`src/rtl/interrupt_seq_pkg.sv`:
```
// Shared types and constants for the interrupt entry sequencer.
package interrupt_seq_pkg;

    typedef enum logic [2:0] {
        ST_IDLE,
        ST_DRAIN,
        ST_PUSH_HI,
        ST_PUSH_LO,
        ST_PUSH_FL,
        ST_VEC_LO,
        ST_VEC_HI,
        ST_REDIRECT
    } seq_state_e;

    // Order in which words land on the stack
    localparam int PUSH_IDX_PC_HI = 0;
    localparam int PUSH_IDX_PC_LO = 1;
    localparam int PUSH_IDX_FLAGS = 2;
    localparam int PUSH_WORDS     = 3;

    localparam int CCR_W     = 4;
    localparam int CCR_PAD_W = 12;

    localparam logic [31:0] DEF_VECTOR_ADDR = 32'h0000_0000;

endpackage

```
`src/rtl/interrupt_sequencer_if.sv`:
```
// Stack-push and vector-read ports between the sequencer (master) and the memory stage (slave).
interface interrupt_sequencer_if #(
    parameter int PC_W   = 32,
    parameter int DATA_W = 16
);
    logic              push_valid;
    logic              push_ready;
    logic [DATA_W-1:0] push_data;
    logic              vec_rd;
    logic [PC_W-1:0]   vec_addr;
    logic              vec_valid;
    logic [DATA_W-1:0] vec_data;

    modport master (
        output push_valid, push_data, vec_rd, vec_addr,
        input  push_ready, vec_valid, vec_data
    );

    modport slave (
        input  push_valid, push_data, vec_rd, vec_addr,
        output push_ready, vec_valid, vec_data
    );
endinterface

```
`src/rtl/interrupt_sequencer.sv`:
```
// Interrupt entry: drain pipeline, push PC/CCR, fetch handler vector, redirect fetch.
// Optional INTERRUPT_SEQ_PENDING_LATCH_EN keeps a request that rises while busy.
module interrupt_sequencer
    import interrupt_seq_pkg::*;
#(
    parameter int              PC_W         = 32,
    parameter int              DATA_W       = 16,
    parameter int              DRAIN_CYCLES = 3,
    parameter logic [PC_W-1:0] VECTOR_ADDR  = PC_W'(DEF_VECTOR_ADDR)
) (
    input  logic             clk,
    input  logic             reset,
    input  logic             interrupt,
    input  logic             flush_in,
    input  logic             two_word_in_decode,
    input  logic [PC_W-1:0]  pc_resume,
    input  logic [CCR_W-1:0] flags_in,
    output logic             stall_fetch,
    output logic             bubble,
    output logic             flags_save,
    output logic             pc_load,
    output logic [PC_W-1:0]  pc_load_value,
    output logic             int_ack,
    output logic             busy,
    interrupt_sequencer_if.master mem
);

    localparam int             CNT_W      = $clog2(DRAIN_CYCLES) + 1;
    localparam logic [CNT_W-1:0] DRAIN_LAST = CNT_W'(DRAIN_CYCLES - 1);

    seq_state_e        state, state_nxt;
    logic [CNT_W-1:0]  cnt;
    logic [PC_W-1:0]   pc_cap;
    logic [CCR_W-1:0]  flags_cap;
    logic [DATA_W-1:0] vec_lo, vec_hi;
    logic              flags_save_q;
    logic              req;
    logic              accept;

    logic              push_valid_c;
    logic [DATA_W-1:0] push_data_c;
    logic              vec_rd_c;
    logic [PC_W-1:0]   vec_addr_c;

`ifdef INTERRUPT_SEQ_PENDING_LATCH_EN
    logic int_q;
    logic pending;

    // A rising edge seen while busy is remembered and served as a level request once idle
    always_ff @(posedge clk) begin
        if (reset) begin
            int_q   <= 1'b0;
            pending <= 1'b0;
        end else begin
            int_q <= interrupt;
            if (accept)
                pending <= 1'b0;
            else if (interrupt && !int_q && state != ST_IDLE)
                pending <= 1'b1;
        end
    end

    assign req = interrupt | pending;
`else
    assign req = interrupt;
`endif

    assign accept = (state == ST_IDLE) && req && !flush_in && !two_word_in_decode;

    always_ff @(posedge clk) begin
        if (reset) state <= ST_IDLE;
        else       state <= state_nxt;
    end

    always_comb begin
        state_nxt = state;
        case (state)
            ST_IDLE:     if (accept)              state_nxt = ST_DRAIN;
            ST_DRAIN:    if (cnt == DRAIN_LAST)   state_nxt = ST_PUSH_HI;
            ST_PUSH_HI:  if (mem.push_ready)      state_nxt = ST_PUSH_LO;
            ST_PUSH_LO:  if (mem.push_ready)      state_nxt = ST_PUSH_FL;
            ST_PUSH_FL:  if (mem.push_ready)      state_nxt = ST_VEC_LO;
            ST_VEC_LO:   if (mem.vec_valid)       state_nxt = ST_VEC_HI;
            ST_VEC_HI:   if (mem.vec_valid)       state_nxt = ST_REDIRECT;
            ST_REDIRECT:                          state_nxt = ST_IDLE;
            default:                              state_nxt = ST_IDLE;
        endcase
    end

    // flags_save is registered so it stays low while reset is held, whatever interrupt does
    always_ff @(posedge clk) begin
        if (reset) begin
            cnt          <= '0;
            pc_cap       <= '0;
            flags_cap    <= '0;
            vec_lo       <= '0;
            vec_hi       <= '0;
            flags_save_q <= 1'b0;
        end else begin
            flags_save_q <= accept;
            if (accept) begin
                cnt       <= '0;
                pc_cap    <= pc_resume;
                flags_cap <= flags_in;
            end else if (state == ST_DRAIN) begin
                cnt <= cnt + 1'b1;
            end
            if (state == ST_VEC_LO && mem.vec_valid) vec_lo <= mem.vec_data;
            if (state == ST_VEC_HI && mem.vec_valid) vec_hi <= mem.vec_data;
        end
    end

    always_comb begin
        stall_fetch   = (state != ST_IDLE);
        busy          = (state != ST_IDLE);
        bubble        = (state == ST_DRAIN);
        flags_save    = flags_save_q;
        pc_load       = 1'b0;
        int_ack       = 1'b0;
        pc_load_value = '0;
        push_valid_c  = 1'b0;
        push_data_c   = '0;
        vec_rd_c      = 1'b0;
        vec_addr_c    = '0;
        case (state)
            ST_PUSH_HI: begin
                push_valid_c = 1'b1;
                push_data_c  = pc_cap[PC_W-1 -: DATA_W];
            end
            ST_PUSH_LO: begin
                push_valid_c = 1'b1;
                push_data_c  = pc_cap[DATA_W-1:0];
            end
            ST_PUSH_FL: begin
                push_valid_c = 1'b1;
                push_data_c  = DATA_W'({{CCR_PAD_W{1'b0}}, flags_cap});
            end
            ST_VEC_LO: begin
                vec_rd_c   = 1'b1;
                vec_addr_c = VECTOR_ADDR;
            end
            ST_VEC_HI: begin
                vec_rd_c   = 1'b1;
                vec_addr_c = VECTOR_ADDR + 1'b1;
            end
            ST_REDIRECT: begin
                pc_load       = 1'b1;
                int_ack       = 1'b1;
                pc_load_value = PC_W'({vec_hi, vec_lo});
            end
            default: ;
        endcase
    end

    assign mem.push_valid = push_valid_c;
    assign mem.push_data  = push_data_c;
    assign mem.vec_rd     = vec_rd_c;
    assign mem.vec_addr   = vec_addr_c;

endmodule

```
`src/flat_wrapper.sv`:
```
// flat-port wrapper written by rule: the top's interface ports become plain ports
module interrupt_sequencer_flat import interrupt_seq_pkg::*;
#(
    parameter int              PC_W         = 32,
    parameter int              DATA_W       = 16,
    parameter int              DRAIN_CYCLES = 3,
    parameter logic [PC_W-1:0] VECTOR_ADDR  = PC_W'(DEF_VECTOR_ADDR)
)
  (clk, reset, interrupt, flush_in, two_word_in_decode, pc_resume, flags_in, stall_fetch, bubble, flags_save, pc_load, pc_load_value, int_ack, busy, mem_push_valid, mem_push_data, mem_vec_rd, mem_vec_addr, mem_push_ready, mem_vec_valid, mem_vec_data);
  interrupt_sequencer_if #(.PC_W(PC_W), .DATA_W(DATA_W)) mem_i ();
  input  logic clk;
  input  logic reset;
  input  logic interrupt;
  input  logic flush_in;
  input  logic two_word_in_decode;
  input  logic [PC_W-1:0] pc_resume;
  input  logic [CCR_W-1:0] flags_in;
  output logic stall_fetch;
  output logic bubble;
  output logic flags_save;
  output logic pc_load;
  output logic [PC_W-1:0] pc_load_value;
  output logic int_ack;
  output logic busy;
  output wire logic [$bits(mem_i.push_valid)-1:0] mem_push_valid;
  output wire logic [$bits(mem_i.push_data)-1:0] mem_push_data;
  output wire logic [$bits(mem_i.vec_rd)-1:0] mem_vec_rd;
  output wire logic [$bits(mem_i.vec_addr)-1:0] mem_vec_addr;
  input wire logic [$bits(mem_i.push_ready)-1:0] mem_push_ready;
  input wire logic [$bits(mem_i.vec_valid)-1:0] mem_vec_valid;
  input wire logic [$bits(mem_i.vec_data)-1:0] mem_vec_data;
  assign mem_push_valid = mem_i.push_valid;
  assign mem_push_data = mem_i.push_data;
  assign mem_vec_rd = mem_i.vec_rd;
  assign mem_vec_addr = mem_i.vec_addr;
  assign mem_i.push_ready = mem_push_ready;
  assign mem_i.vec_valid = mem_vec_valid;
  assign mem_i.vec_data = mem_vec_data;
  interrupt_sequencer #(.PC_W(PC_W), .DATA_W(DATA_W), .DRAIN_CYCLES(DRAIN_CYCLES), .VECTOR_ADDR(VECTOR_ADDR)) u_core (.clk(clk), .reset(reset), .interrupt(interrupt), .flush_in(flush_in), .two_word_in_decode(two_word_in_decode), .pc_resume(pc_resume), .flags_in(flags_in), .stall_fetch(stall_fetch), .bubble(bubble), .flags_save(flags_save), .pc_load(pc_load), .pc_load_value(pc_load_value), .int_ack(int_ack), .busy(busy), .mem(mem_i));
endmodule
```
`config.mk`:
```
export PLATFORM = sky130hd
export DESIGN_NAME = interrupt_sequencer_flat
export DESIGN_NICKNAME = d
export VERILOG_FILES = /design/src/rtl/interrupt_seq_pkg.sv /design/src/rtl/interrupt_sequencer_if.sv /design/src/rtl/interrupt_sequencer.sv /design/src/flat_wrapper.sv
export SDC_FILE = /design/constraint.sdc
export NUM_CORES = 1
export LEC_CHECK = 0
export ABC_AREA = 1
export BUFFER_PORTS_ARGS = -buffer_cell sky130_fd_sc_hd__buf_2
export CAP_MARGIN = 20
export CORE_MARGIN = 2
export CORE_UTILIZATION = 25
export DETAILED_ROUTE_END_ITERATION = 8
export GPL_TIMING_DRIVEN = 0
export PLACE_DENSITY_LB_ADDON = 0.1
export SLEW_MARGIN = 20
export SYNTH_ARGS = -nofsm -noshare
export SYNTH_HDL_FRONTEND = slang
export SYNTH_SLANG_ARGS = --single-unit
```
`constraint.sdc`:
```
create_clock -name clk -period 1.4 [get_ports clk]
set_input_delay 0.07 -clock clk [delete_from_list [all_inputs] [get_ports clk]]
set_output_delay 0.07 -clock clk [all_outputs]
set_load 0.1 [all_outputs]
```
Yosys cells after proc, flatten, opt, wreduce, memory -nomap -nowiden
Index checks and enable logic that the tools add are counted.
Storage, ports and cells
  register bits: 75
  output and inout port bits: 88
Operators by class
  add/sub/neg operators: 1
  equality and inequality tests: 15
  multiplexer cells: 14
  reduce and logical (&&, ||, !) cells: 13
Operator list (number)
  case mux 16 bit (3 select lines): 1
  2-to-1 mux 32 bit: 1
  case mux 3 bit (8 select lines): 1
  2-to-1 mux 3 bit: 7
  equality test 3 bit (second input constant): 4
  inequality test 2 bit (second input constant): 5
  equality test 3 x 2 -> 1 bit (second input constant): 3
  AND reduction 7 bit: 1
  logical AND 1 bit: 5
  2-to-1 mux 1 bit: 4
  inequality test 2 x 1 -> 1 bit (second input constant): 2
  OR reduction 2 bit: 2
  adder 3 x 1 -> 3 bit (second input constant): 1
  equality test 3 x 1 -> 1 bit (second input constant): 1
  zero test 3 bit: 1
  nonzero test 3 bit: 1
  OR reduction 3 bit: 1
  zero test 1 bit: 2

Logic depth before layout (Yosys ltp)
  depth in word-level cells: 6
  gate-level depth with buffers: 9
  depth with buffers taken out: 9

Worst setup path after synthesis
No wires, ideal clock.
  path kind: register to output
  start: register u_core.state[1]
  end: output port pc_load_value[10]
  data arrival time: 3.661 ns
  data required time: 1.330 ns
  path slack: -2.331 ns
  stages on the path, launching flop included: 6
  path buffers: 1
  cell sequence: dfxtp_1 nand2_1 nor2_1 inv_1 buf_2 nor2_1
Between the ends
  longest elaborated chain between the ends: 2
Ends and longest elaborated chain
  start: declaration: RTL line interrupt_sequencer.sv:31  | seq_state_e state, state_nxt;
  start signal: assignment: RTL line interrupt_sequencer.sv:72  | else state <= state_nxt;
  equality test 3 bit: RTL line interrupt_sequencer.sv:125  | case (state)
  2-to-1 mux 32 bit: RTL line interrupt_sequencer.sv:125
  end: declaration: RTL line flat_wrapper.sv:22  | output logic [PC_W-1:0] pc_load_value;
Every way passes these cells.

Worst setup path after layout
  start: register u_core.state[1]
  end: output port pc_load_value[7]
Same word-level chain as after synthesis.

==> results.md <==
- The mean instance size in the synthesized netlist is 7.37 um^2.
- The clock root buffer is sky130_fd_sc_hd__clkbuf_16.
- The clock tree buffer depth is 2.
- Of the post-synthesis cell area, the dominant cell type holds approximately 44%.
- Setup repair after global routing could not meet its margin everywhere.
- The die boundary width is 120 um.
- Of all cell types, the one taking the most synthesized area is sky130_fd_sc_hd__dfxtp_1.
- The number of top-level design ports is between 100 and 150.
- The number of warnings printed during yosys synthesis is 0.
- The total number of vias is 3702.
- In this run the cell area of the synthesized design comes to 3380 um^2.
- The pin count of the biggest net entering global routing is 13.
- In this run the tightest slew margin relative to its limit is 45.2%.
- The clock transition at the register clock pins on the worst setup and hold paths after CTS is approximately 60 ps.
- The path class of the tightest hold or removal check is in2reg.
- The number of distinct library cell variants in the gate-level netlist after synthesis is 25.
- The post-route netlist has about half of its cells at a drive strength greater than 1.
- The smallest clock period supported by the final layout is computed as between 1500 and 2000 ps.
- Counting the buffers created by CTS gives 9.
- The most frequent cell on the critical path is sky130_fd_sc_hd__nor2_4.
- The top cell types in the final layout, fill and taps aside, are 72 x sky130_fd_sc_hd__inv_1, 72 x sky130_fd_sc_hd__dfxtp_1, 61 x sky130_fd_sc_hd__buf_2, 60 x sky130_fd_sc_hd__buf_12, 54 x sky130_fd_sc_hd__buf_4.
- The number of standard cells after synthesis is roughly 460.
- At the later pin of the worst-skew pair, clock insertion delay measures ~340 ps.
- For this configuration, the core starts out at a cell density of 25.5%.
- The total area inside the core boundary comes to approximately 13000 um^2.
- In this run the core area contains 42 standard-cell rows.
- For this design the static power due to leakage is about 2.9 nW.
- The iteration-0 DRC count of the detailed router is approximately 140.
- The worst path uses 122% of the clock period.
- The overall routing resource usage is roughly 16%.
- The repair_antennas step left the layout with diodes totalling 0.
- The final reports fail on setup timing.
- The critical path in this run is classified as reg2out.
- The first TritonRoute pass finished after 4 iterations.
- In the routed layout, each cell is associated on average with a via count of approximately 4.2.
- The wire-length estimate of the detail-placed layout is between 7 and 8 mm.
- The first global-routing pass estimated approximately 18 mm of wire.
- The cell family contributing the most delay on the critical path is buffers and inverters.
- Routability-driven placement finished with a final weighted congestion of approximately 0.77.
- The total count of hold-check failures in the final report is 0.
- Counting flops and latches in the post-synthesis netlist gives 75.
- The tree built by TritonCTS fans out to 75 sinks.
- The buffering stage count on the worst path with inverters included is 4.
- The achievable frequency is around 590 MHz.
- STA puts the critical path data arrival time at 1630 ps.
- The number of nets still failing antenna checks after routing is 0.
- The largest stage delay on the critical path is 410 ps.
- At the pin with the least slew margin, the transition time is about 800 ps.
- The overall overflow remaining after global route is 0.
- The floorplan die area is ~14000 um^2.
- The number of max-slew violations in the final report came to 0.
- VDD sags by at most 0.753 mV.
- In the post-synthesis netlist, the biggest area contributors are sky130_fd_sc_hd__dfxtp_1 44%, sky130_fd_sc_hd__inv_1 8.4%, sky130_fd_sc_hd__buf_4 8.0%.
- The setup-violating endpoint count in the final report is around 110.
- The quantity of I/O buffers inserted on ports is between 100 and 150.
- The post-route worst hold slack is 11.0 ps.
- The number of antenna violations at the first check in global routing is 0.
- The signal on the critical path passes through nand2_4 -> nor2_4 -> buf_6 -> inv_8 -> buf_16 -> nor2_4 -> buf_12.
- The type of origin of the critical path is a register.
- The die is approximately 120 um tall.
- The highest net fanout along the worst path is 5.
- After detailed routing, the number of remaining DRC violations is 0.
- The CTS tree is done.
- The tool flagged a number of max-cap violations equal to 0.
- Data on the critical path is required at its endpoint by approximately 1300 ps.
- The run finished, with violations left.
- For this run, the register share of the synthesized area comes to ~44%.
- In the final routed layout, each cell accounts on average for around 14 um.
- The number of filler instances in the final layout is ~1200.
- The via count of the first global-routing pass is about 3500.
- Power spread over the standard cell area amounts to 1140 nW/um^2.
- Setup slack on the critical path of the routed design comes to -303 ps.
- Relative to the synthesized area, the layout overhead comes to 118%.
- The design draws around 8.4 mW.
- The clock tree synthesis step divided the H-tree into 3 levels.
- In the final design database the tool counted roughly 760 nets.
- For the final database, setup skew stands at 5.10 ps.
- The cell type of the slowest stage on the worst timing path is sky130_fd_sc_hd__dfxtp_4.
- For this block, the routed nets add up to between 10 and 15 mm of wire.
- The type of destination of the critical path is an output pin.
- For the final routed database, the setup TNS stands at -15960 ps.
## Yosys cell counts
library cell	n
sky130_fd_sc_hd__inv_1	76
sky130_fd_sc_hd__dfxtp_1	75
sky130_fd_sc_hd__nand2_1	60
sky130_fd_sc_hd__nor2_1	48
sky130_fd_sc_hd__o21ai_1	43
sky130_fd_sc_hd__a21oi_1	36
sky130_fd_sc_hd__buf_4	36
sky130_fd_sc_hd__o21ai_0	22
sky130_fd_sc_hd__o22ai_1	12
sky130_fd_sc_hd__buf_2	10
sky130_fd_sc_hd__inv_2	6
sky130_fd_sc_hd__nand3_1	6
sky130_fd_sc_hd__clkbuf_1	5
sky130_fd_sc_hd__buf_6	4
sky130_fd_sc_hd__nand2_2	4
sky130_fd_sc_hd__o221ai_1	4
sky130_fd_sc_hd__ha_1	2
sky130_fd_sc_hd__nand3_2	2
sky130_fd_sc_hd__nand4_1	2
sky130_fd_sc_hd__conb_1	1
sky130_fd_sc_hd__nand4_2	1
sky130_fd_sc_hd__nor2_4	1
sky130_fd_sc_hd__nor3_1	1
sky130_fd_sc_hd__nor3_4	1
sky130_fd_sc_hd__or2_2	1
## metal layers
metal	up-vias	routed length (um)	track usage [%]
met3	11	698	5.94
met1	1723	5090	18.9
met2	105	6390	27.1
li1	1863	-	-
met4	0	132	4.22
met5	-	0	0
## area by class of cell
class | count | area [um^2] | area share, %
repair buffers | 196 | 2370 | 32.2
multi-input cells | 278 | 2080 | 28.2
flip-flops and latches | 75 | 1510 | 20.5
plain buffers | 54 | 532 | 7.21
inverters | 82 | 355 | 4.82
clock buffers | 11 | 243 | 3.29
well taps | 176 | 220 | 2.98
clock inverters | 5 | 52.6 | 0.712
repair inverters | 1 | 8.76 | 0.119
## metrics by stage
stage	instances	utilization (%)	setup slack, ps	cell area, um^2
final	878	55.7	-303	7380
after global routing	878	55.7	-358	7380
after CTS	858	50.7	-355	6710
after global placement	780	35.8	-697	4740
after detailed placement	780	35.8	-671	4740
after floorplan	489	-	-594	3950
## registers in the layout, summed over array words and instances, names as in the netlist
name / cells
u_core.pc_cap: 32
u_core.vec_hi: 16
u_core.vec_lo: 16
u_core.flags_cap: 4
u_core.cnt: 3
u_core.state: 3
u_core.flags_save: 1
## tightest hold or removal path: stages
cell and delay [ps]:
sky130_fd_sc_hd__buf_2 90, sky130_fd_sc_hd__o21ai_1 60, sky130_fd_sc_hd__a21oi_1 90
## report_power, final
| part | leakage, nW | switching [mW] | internal (mW) |
|---|---|---|---|
| Clock | 0.145 | 0.910 | 1.42 |
| Combinational | 2.14 | 2.28 | 1.46 |
| Sequential | 0.608 | 0.105 | 2.27 |
| Total | 2.89 | 3.29 | 5.15 |
## logic make-up after synthesis
group                      count (synthesis)  synth area share [%]
AOI/OAI and AO/OA                        117                  18.2
adders and majority gates                  2                 0.740
buffers and inverters                    137                  20.5
DFF                                       75                  44.4
other                                      1                 0.111
and+or+nand+nor                          127                  16.1
## path summary, 6_finish.rpt
check | start | end | slack (ps) | cells after the start
worst max-delay path | u_core.state[1] | pc_load_value[7] | -300 | 7
worst min-delay path | mem_vec_data[0] | u_core.vec_hi[0] | 10 | 3
worst max register to register | u_core.state[1] | u_core.vec_hi[5] | -90 | 7
worst min register to register | u_core.pc_cap[19] | u_core.pc_cap[19] | 470 | 2
## timing repair
item	4_1_cts	5_1_grt
hold buffers	36	0
hold endpoints to repair	36	0
setup buffers	20	13
cloned	6	8
pin swaps	6	18
gates resized for setup	270	111
endpoints found under the setup margin	92	117
(Power assumes the default switching activity.)
